`src/rtl/sram_arbiter.sv`:
```
// Two-port arbiter for a shared 16-bit asynchronous SRAM: instruction fetch (read-only)
// and data access (read/write). Each 32-bit word is moved as two halfword phases.
module sram_arbiter #(
    parameter int ADDR_W      = 18,
    parameter int WAIT_CYCLES = 1
) (
    input  logic              clk,
    input  logic              rst,
    // instruction port
    input  logic              i_req,
    input  logic [31:0]       i_addr,
    output logic              i_ack,
    output logic [31:0]       i_rdata,
    // data port
    input  logic              d_req,
    input  logic              d_we,
    input  logic [31:0]       d_addr,
    input  logic [31:0]       d_wdata,
    output logic              d_ack,
    output logic [31:0]       d_rdata,
    output logic              d_ready,
    // SRAM pins
    output logic [ADDR_W-1:0] sram_addr,
    output logic [15:0]       sram_dq_out,
    input  logic [15:0]       sram_dq_in,
    output logic              sram_dq_oe,
    output logic              sram_we_n,
    // FSM observation
    output logic [1:0]        state_dbg
);

    // Handshake: a requester raises req with address/data stable and holds it until the
    // matching one-cycle ack; the transaction is accepted on the edge where the FSM
    // leaves IDLE and uses the copies latched then, so later input changes are ignored.

    typedef enum logic [1:0] {
        IDLE = 2'd0,
        LOW  = 2'd1,
        HIGH = 2'd2,
        DONE = 2'd3
    } state_t;

    localparam logic [3:0] WAIT_LAST = 4'(WAIT_CYCLES);

    state_t            state, state_nx;
    logic [3:0]        cnt, cnt_nx;
    logic              grant_d, grant_d_nx;
    logic              last_grant_d, last_grant_d_nx;
    logic              txn_we, txn_we_nx;
    logic [ADDR_W-2:0] txn_addr, txn_addr_nx;
    logic [31:0]       txn_wdata, txn_wdata_nx;
    logic [15:0]       rd_lo;

    logic              phase_end;
    logic              busy_nx;
    logic              half_nx;
    logic              we_n_nx;
    logic              oe_nx;
    logic              ack_nx;

    logic              unused_addr_bits;
    assign unused_addr_bits = ^{i_addr[31:ADDR_W+1], i_addr[1:0],
                                d_addr[31:ADDR_W+1], d_addr[1:0]};

    assign d_ready   = ~(d_req & ~d_ack);
    assign state_dbg = state;

    always_comb begin
        state_nx        = state;
        cnt_nx          = cnt;
        grant_d_nx      = grant_d;
        last_grant_d_nx = last_grant_d;
        txn_we_nx       = txn_we;
        txn_addr_nx     = txn_addr;
        txn_wdata_nx    = txn_wdata;
        phase_end       = (cnt == WAIT_LAST);

        case (state)
            IDLE: begin
                // Data wins unless both request and data was the previous owner.
                if (d_req && (!i_req || !last_grant_d)) begin
                    grant_d_nx      = 1'b1;
                    last_grant_d_nx = 1'b1;
                    txn_we_nx       = d_we;
                    txn_addr_nx     = d_addr[ADDR_W:2];
                    txn_wdata_nx    = d_wdata;
                    state_nx        = LOW;
                    cnt_nx          = 4'd0;
                end else if (i_req) begin
                    grant_d_nx      = 1'b0;
                    last_grant_d_nx = 1'b0;
                    txn_we_nx       = 1'b0;
                    txn_addr_nx     = i_addr[ADDR_W:2];
                    state_nx        = LOW;
                    cnt_nx          = 4'd0;
                end
            end
            LOW: begin
                if (phase_end) begin
                    state_nx = HIGH;
                    cnt_nx   = 4'd0;
                end else begin
                    cnt_nx = cnt + 4'd1;
                end
            end
            HIGH: begin
                if (phase_end) begin
                    state_nx = DONE;
                    cnt_nx   = 4'd0;
                end else begin
                    cnt_nx = cnt + 4'd1;
                end
            end
            DONE: begin
                state_nx = IDLE;
            end
            default: begin
                state_nx = IDLE;
                cnt_nx   = 4'd0;
            end
        endcase

        // SRAM pins are registered from next-state values so they change cleanly on the
        // edge that enters each cycle; the last cycle of a write phase holds data with we_n high.
        busy_nx = (state_nx == LOW) || (state_nx == HIGH);
        half_nx = (state_nx == HIGH);
        we_n_nx = !(busy_nx && txn_we_nx && (cnt_nx < WAIT_LAST));
        oe_nx   = busy_nx && txn_we_nx;
        ack_nx  = (state == HIGH) && phase_end;
    end

    always_ff @(posedge clk or posedge rst) begin
        if (rst) begin
            state        <= IDLE;
            cnt          <= 4'd0;
            grant_d      <= 1'b0;
            last_grant_d <= 1'b0;
            txn_we       <= 1'b0;
            txn_addr     <= '0;
            txn_wdata    <= 32'd0;
        end else begin
            state        <= state_nx;
            cnt          <= cnt_nx;
            grant_d      <= grant_d_nx;
            last_grant_d <= last_grant_d_nx;
            txn_we       <= txn_we_nx;
            txn_addr     <= txn_addr_nx;
            txn_wdata    <= txn_wdata_nx;
        end
    end

    always_ff @(posedge clk or posedge rst) begin
        if (rst) begin
            sram_we_n   <= 1'b1;
            sram_dq_oe  <= 1'b0;
            sram_addr   <= '0;
            sram_dq_out <= 16'd0;
        end else begin
            sram_we_n  <= we_n_nx;
            sram_dq_oe <= oe_nx;
            if (busy_nx) begin
                sram_addr <= {txn_addr_nx, half_nx};
            end
            if (busy_nx && txn_we_nx) begin
                sram_dq_out <= half_nx ? txn_wdata_nx[31:16] : txn_wdata_nx[15:0];
            end
        end
    end

    // Read halves are sampled on the last cycle of each phase, after the wait states.
    always_ff @(posedge clk or posedge rst) begin
        if (rst) begin
            rd_lo   <= 16'd0;
            i_rdata <= 32'd0;
            d_rdata <= 32'd0;
            i_ack   <= 1'b0;
            d_ack   <= 1'b0;
        end else begin
            i_ack <= ack_nx && !grant_d;
            d_ack <= ack_nx && grant_d;
            if ((state == LOW) && phase_end && !txn_we) begin
                rd_lo <= sram_dq_in;
            end
            if ((state == HIGH) && phase_end && !txn_we) begin
                if (grant_d) begin
                    d_rdata <= {sram_dq_in, rd_lo};
                end else begin
                    i_rdata <= {sram_dq_in, rd_lo};
                end
            end
        end
    end

endmodule

```
`config.mk`:
```
export PLATFORM = sky130hd
export DESIGN_NAME = sram_arbiter
export DESIGN_NICKNAME = d
export VERILOG_FILES = /design/src/rtl/sram_arbiter.sv
export SDC_FILE = /design/constraint.sdc
export NUM_CORES = 1
export LEC_CHECK = 0
export ABC_CLOCK_PERIOD_IN_PS = 7160
export CORE_UTILIZATION = 40
export CTS_BUF_LIST = sky130_fd_sc_hd__clkbuf_4
export CTS_CLUSTER_DIAMETER = 150
export DETAILED_ROUTE_END_ITERATION = 8
export PLACE_DENSITY_LB_ADDON = 0.3
export SYNTH_ARGS = -nofsm -noshare
export SYNTH_HDL_FRONTEND = slang
export SYNTH_SLANG_ARGS = --single-unit
export TNS_END_PERCENT = 10
```
`constraint.sdc`:
```
create_clock -name clk -period 7.16 [get_ports clk]
set_clock_uncertainty 0.05 [all_clocks]
set_input_delay 0.716 -clock clk [delete_from_list [all_inputs] [get_ports clk]]
set_output_delay 0.716 -clock clk [all_outputs]
set_load 0.02 [all_outputs]
```
After elaboration in Yosys (flattened, before gate mapping)
Cells that the tools add are included. Widths: inputs -> output; s select.

Register bits: 175. Input port bits: 117. Output and inout port bits: 105. Word-level logic and storage cells: 68.

Add/sub/neg operators: 1. Magnitude comparators: 1. Eq/ne operators: 6. Multiplexer cells: 20. Bitwise operators: 4. Reduce and logical (&&, ||, !) cells: 21.

Operator list (number): $mux 32 (2); $mux 17 (3); $mux 16 (1); $mux 4 (3); $logic_and 1x1->1 (9); $mux 2 (4); $pmux 2 s4 (1); $pmux 4 s2 (1); $eq 2x2->1 const B (3); $reduce_and 2->1 (3); $mux 1 (5); $add 4x1->4 const B (1); $eq 2x1->1 const B (2); $eq 4x1->1 const B (1); $logic_not 1->1 (4); $lt 4x1->1 const B (1); $not 1->1 (3); $logic_not 2->1 (1); $logic_or 1x1->1 (2); $reduce_bool 2->1 (1); $reduce_or 2->1 (1); $and 1x1->1 (1).

Logic depth before layout (Yosys ltp)
Word-level depth: 10. Mapped depth: 12. Depth with buffers taken out: 9.

Worst setup path after synthesis
OpenSTA, ideal clock, no wires.

Path type: register to register. From: reg cnt[1]. To: reg sram_dq_out[0]. Library setup time: 0.125 ns. Arrival: 2.871 ns. Slack: 4.114 ns. Stages on the path, launching flop included: 11. Path buffers: 2. Period minus slack after synthesis: 3.046 ns. Cell sequence: dfrtp_1 -> inv_1 -> ha_1 -> or3b_2 -> a211oi_1 -> o21a_1 -> ha_1 -> clkbuf_1 -> buf_1 -> mux4_2 -> mux2_2.

Longest elaborated chain between the ends: 6. Elaborated cells on any way between the ends: 9.

Ends and longest elaborated chain: from (decl) (RTL line 46) `logic [3:0] cnt, cnt_nx;`; from (signal assigned) (RTL line 143) `cnt <= cnt_nx;`; $eq 4x1->1 (*) (RTL line 76) `phase_end = (cnt == WAIT_LAST);`; $mux 2, on equally long branches (RTL line 107, 99); $pmux 2 s4 (*) (RTL line 78) `case (state)`; $eq 2x2->1 (*) (RTL line 126) `half_nx = (state_nx == HIGH);`; net half_nx (RTL line 56) `logic half_nx;`; $logic_or 1x1->1 (RTL line 125) `busy_nx = (state_nx == LOW) || (state_nx == HIGH);`; $logic_and 1x1->1 (RTL line 164) `if (busy_nx && txn_we_nx) begin`; to (signal assigned) (RTL line 165) `sram_dq_out <= half_nx ? txn_wdata_nx[31:16] : txn_wdata_nx[15:0];`; to (decl) (RTL line 24) `output logic [15:0] sram_dq_out,`.

The timed path passes the listed nets; every way through them passes the cells marked *. A chain may end at the register's enable or synchronous reset.

Worst setup path after layout
From: reg cnt[0]. To: reg sram_we_n.

Longest elaborated chain between the ends: 8. Elaborated cells on any way between the ends: 16.

Ends and longest elaborated chain: branches (longest 6 deep; another with $add 4x1->4); $logic_and 1x1->1 (*) (RTL line 127) `we_n_nx = !(busy_nx && txn_we_nx && (cnt_nx < WAIT_LAST));`; $logic_not 1->1 (*) (RTL line 127); net we_n_nx (RTL line 57) `logic we_n_nx;`; to (signal assigned) (RTL line 159) `sram_we_n <= we_n_nx;`; to (decl) (RTL line 27) `output logic sram_we_n,`.

Mark *: on every way through the listed nets, which the timed path passes.

==> run_results.csv <==
group,metric,value,unit
synthesis,ys_ff_latch,175,
global_route,grt_pass1_wl,25.54,mm
die,fp.dieW,135.9,um
finish,fill_cells,1447,
timing,drv_slew,0,
setup_path,r2r_start,"cnt[0]",
setup_path,rr_worst_depth,7,
global_route,grt_use_total,18.00,%
min_path,hold_depth,2,
timing,setup_violations,0,
place,dp.cells,950,
timing,hold_viol,0,
clock_network,clk_pin_slew,140,ps
min_path,holdCritPathClass,"reg2reg",
clock_network,clock_path_buffers,2,
setup_path,cp_max_fo,36,
timing,fin_crit,4040,ps
clock_network,cts_buffers,17,
clock_network,holdBufCountCts,0,
die,initial_core_util,41.16,%
place,dp_slack,2916,ps
synthesis,syn_inst,559,
timing,relSlewSlack,26.86,%
setup_path,cp.required,7580,ps
clock_network,cts_tree,"yes",
timing,tns,0,ps
timing,fmax,247.5,MHz
global_route,grt_overflow_total,0,
clock_network,root_buffer,"clkbuf_4",
power_and_ir_drop,peakVddDrop,233.3,uV
setup_path,r2r_slack,3120,ps
route,num_vias,4922,
die,ioPinCount,222,
synthesis,syn_area,7169,um^2
route,post_drt_via_cell_ratio,5.012,
route,dr.pass1.iters,6,
power_and_ir_drop,p_per_area,439.9,nW/um^2
place,place.port_buffers,191,
synthesis,netlist_top_cells_area,"dfrtp_1, mux2_2, nand2_1",
route,drt-initial-drc-count,153,
synthesis,synth.distinct_cells,38,
setup_path,cp_data_arrival_time,4460,ps
synthesis,netlist.area_leader.share,60.73,%
place,dp.final_hpwl,10.59,mm
finish,drive_gt1_share,19.71,%
clock_network,cts_setup_buffers,0,
clock_network,ctsHtreeMaxLevel,4,
global_route,grt_pass1_vias,5158,
synthesis,syn_nets,684,
global_route,antenna_found_initial,1,
finish,final_cells,982,
die,die_area,18460,um^2
synthesis,avgSynthCellArea,12.83,um^2
job,cap_violations,0,
timing,period_share,56.42,%
route,ant_nets,0,
route,drcViolationCount,0,
clock_network,clock_latency,550,ps
die,die_y,135.9,um
timing,finalWorstSetupSlack,3120,ps
global_route,grt_max_degree,99,
clock_network,cts_sinks,175,
synthesis,yosysSeqAreaShare,61.10,%
setup_path,critPathKind,"reg2reg",
power_and_ir_drop,p_leak,4.226,nW
route,wl_per_cell,15.86,um
place,gp_congestion,0.7730,
setup_path,end_kind,"flop",
synthesis,yosys_warnings,0,
min_path,min_from,"txn_wdata[17]",
timing,worstMarginPinSlew,1097,ps
finish,area_delta_synth_final,33.25,%
die,core-area,17420,um^2
run_status,status,"finished, final reports clean",
die,rows,48,
clock_network,postCtsResizedCells,0,
synthesis,synth_top_area_cell,"dfrtp_1",
min_path,whs_endpoint,"txn_wdata[17]",
finish,fin_nets,869,
setup_path,start_kind,"flop",
setup_path,rr_endpoint,"sram_we_n",
route,routed_wl,15.58,mm
timing,rsz0062_at_grt,"false",
## flip-flops by register name (all words and copies together) (netlist names)
| signal | flops |
|---|---|
| txn_we | 1 |
| cnt | 4 |
| sram_dq_out | 16 |
| txn_wdata | 32 |
| rd_lo | 16 |
| sram_we_n | 1 |
| i_ack | 1 |
| sram_dq_oe | 1 |
| state_dbg | 2 |
| i_rdata | 32 |
| d_ack | 1 |
| txn_addr | 17 |
| sram_addr | 18 |
| d_rdata | 32 |
| last_grant_d | 1 |
## layer usage
layer,track usage [%],up-vias,wire [um]
li1,-,2310,-
met1,21.52,2443,6708
met2,30.53,153,7558
met3,5.705,16,1119
met4,6.296,0,191
met5,0,-,0
## power by group
group	switching [mW]	internal (mW)
registers	0.236	1.43
logic	0.992	0.993
clock network	0.339	0.216
## worst max-delay path: stages, from the launching register on
cell	delay, ps
dfrtp_1	500
ha_1	200
or3b_2	520
a211oi_1	340
o21a_1	180
ha_1	630
nor2_2	1030
or4b_1	520
## stage by stage
stage / total power [mW] / hold slack, ps / instance area, um^2 / util (%)
global placement: 3.595 / 401.7 / 9273 / 53.24
detailed placement: 3.693 / 410.8 / 9273 / 53.24
CTS: 4.254 / 443.7 / 9550 / 54.83
global route: 4.501 / 467.7 / 9550 / 54.83
floorplan: 2.900 / 390.3 / 7169 / -
finish: 4.202 / 438.4 / 9553 / 54.85
## cells in the final DEF, fill, tap and decap left out, drive strengths merged, types with 3 or more instances in the layout
cell type and instances:
ha 8, o22ai 18, mux2 97, o31ai 17, clkbuf 19, clkinv 5, a31oi 3, inv 9
nand2 118, dfrtp 174, nand2b 3, clkdlybuf4s50 191, nor2 42, o21ai 3, a21oi 3, mux4 16
buf 4
## logic make-up after synthesis
kind of cell	share of synthesized area, %
AND/OR/NAND/NOR	9.913
multiplexers	20.54
adder cells (fa/ha/maj)	1.396
buffers and inverters	2.216
flip-flops	61.10
AO/OA/AOI/OAI	4.834
## cells in the mapped netlist, drive strengths merged
cell    number
or4b         1
o211ai       1
nor2b        2
a221oi       1
nand2b       3
nor3b        1
a31oi        3
inv          6
a32oi        2
nand3b       1
a21oi        3
nand4        1
a211oi       1
mux2i        2
o31ai       17
nor2        42
clkbuf      13
nor3         1
and2         2
o22a         1
nand2      118
and3         1
mux4        16
buf         16
o22ai       18
dfstp        1
o21ai        3
dfrtp      174
nand3        1
mux2        97
or3b         1
o21a         1
ha           8
## worst max-delay path by stage
stage	from	to	cells past startpoint
floorplan	rst	cnt[0]	1
global placement	d_req	sram_we_n	7
global route	cnt[0]	sram_we_n	7
detailed placement	d_req	sram_we_n	7
CTS	cnt[0]	sram_we_n	7
finish	cnt[0]	sram_we_n	7
## layout make-up
type / count / area (um^2) / area share (%)
flip-flops and latches: 175 / 4380 / 45.85
clock inverters: 12 / 135.1 / 1.415
repair buffers: 195 / 1942 / 20.33
diodes: 1 / 2.502 / 0.02620
well taps: 225 / 281.5 / 2.947
clock buffers: 19 / 142.6 / 1.493
inverters: 6 / 27.53 / 0.2881
multi-input cells: 349 / 2641 / 27.65
(Power assumes the default switching activity.)
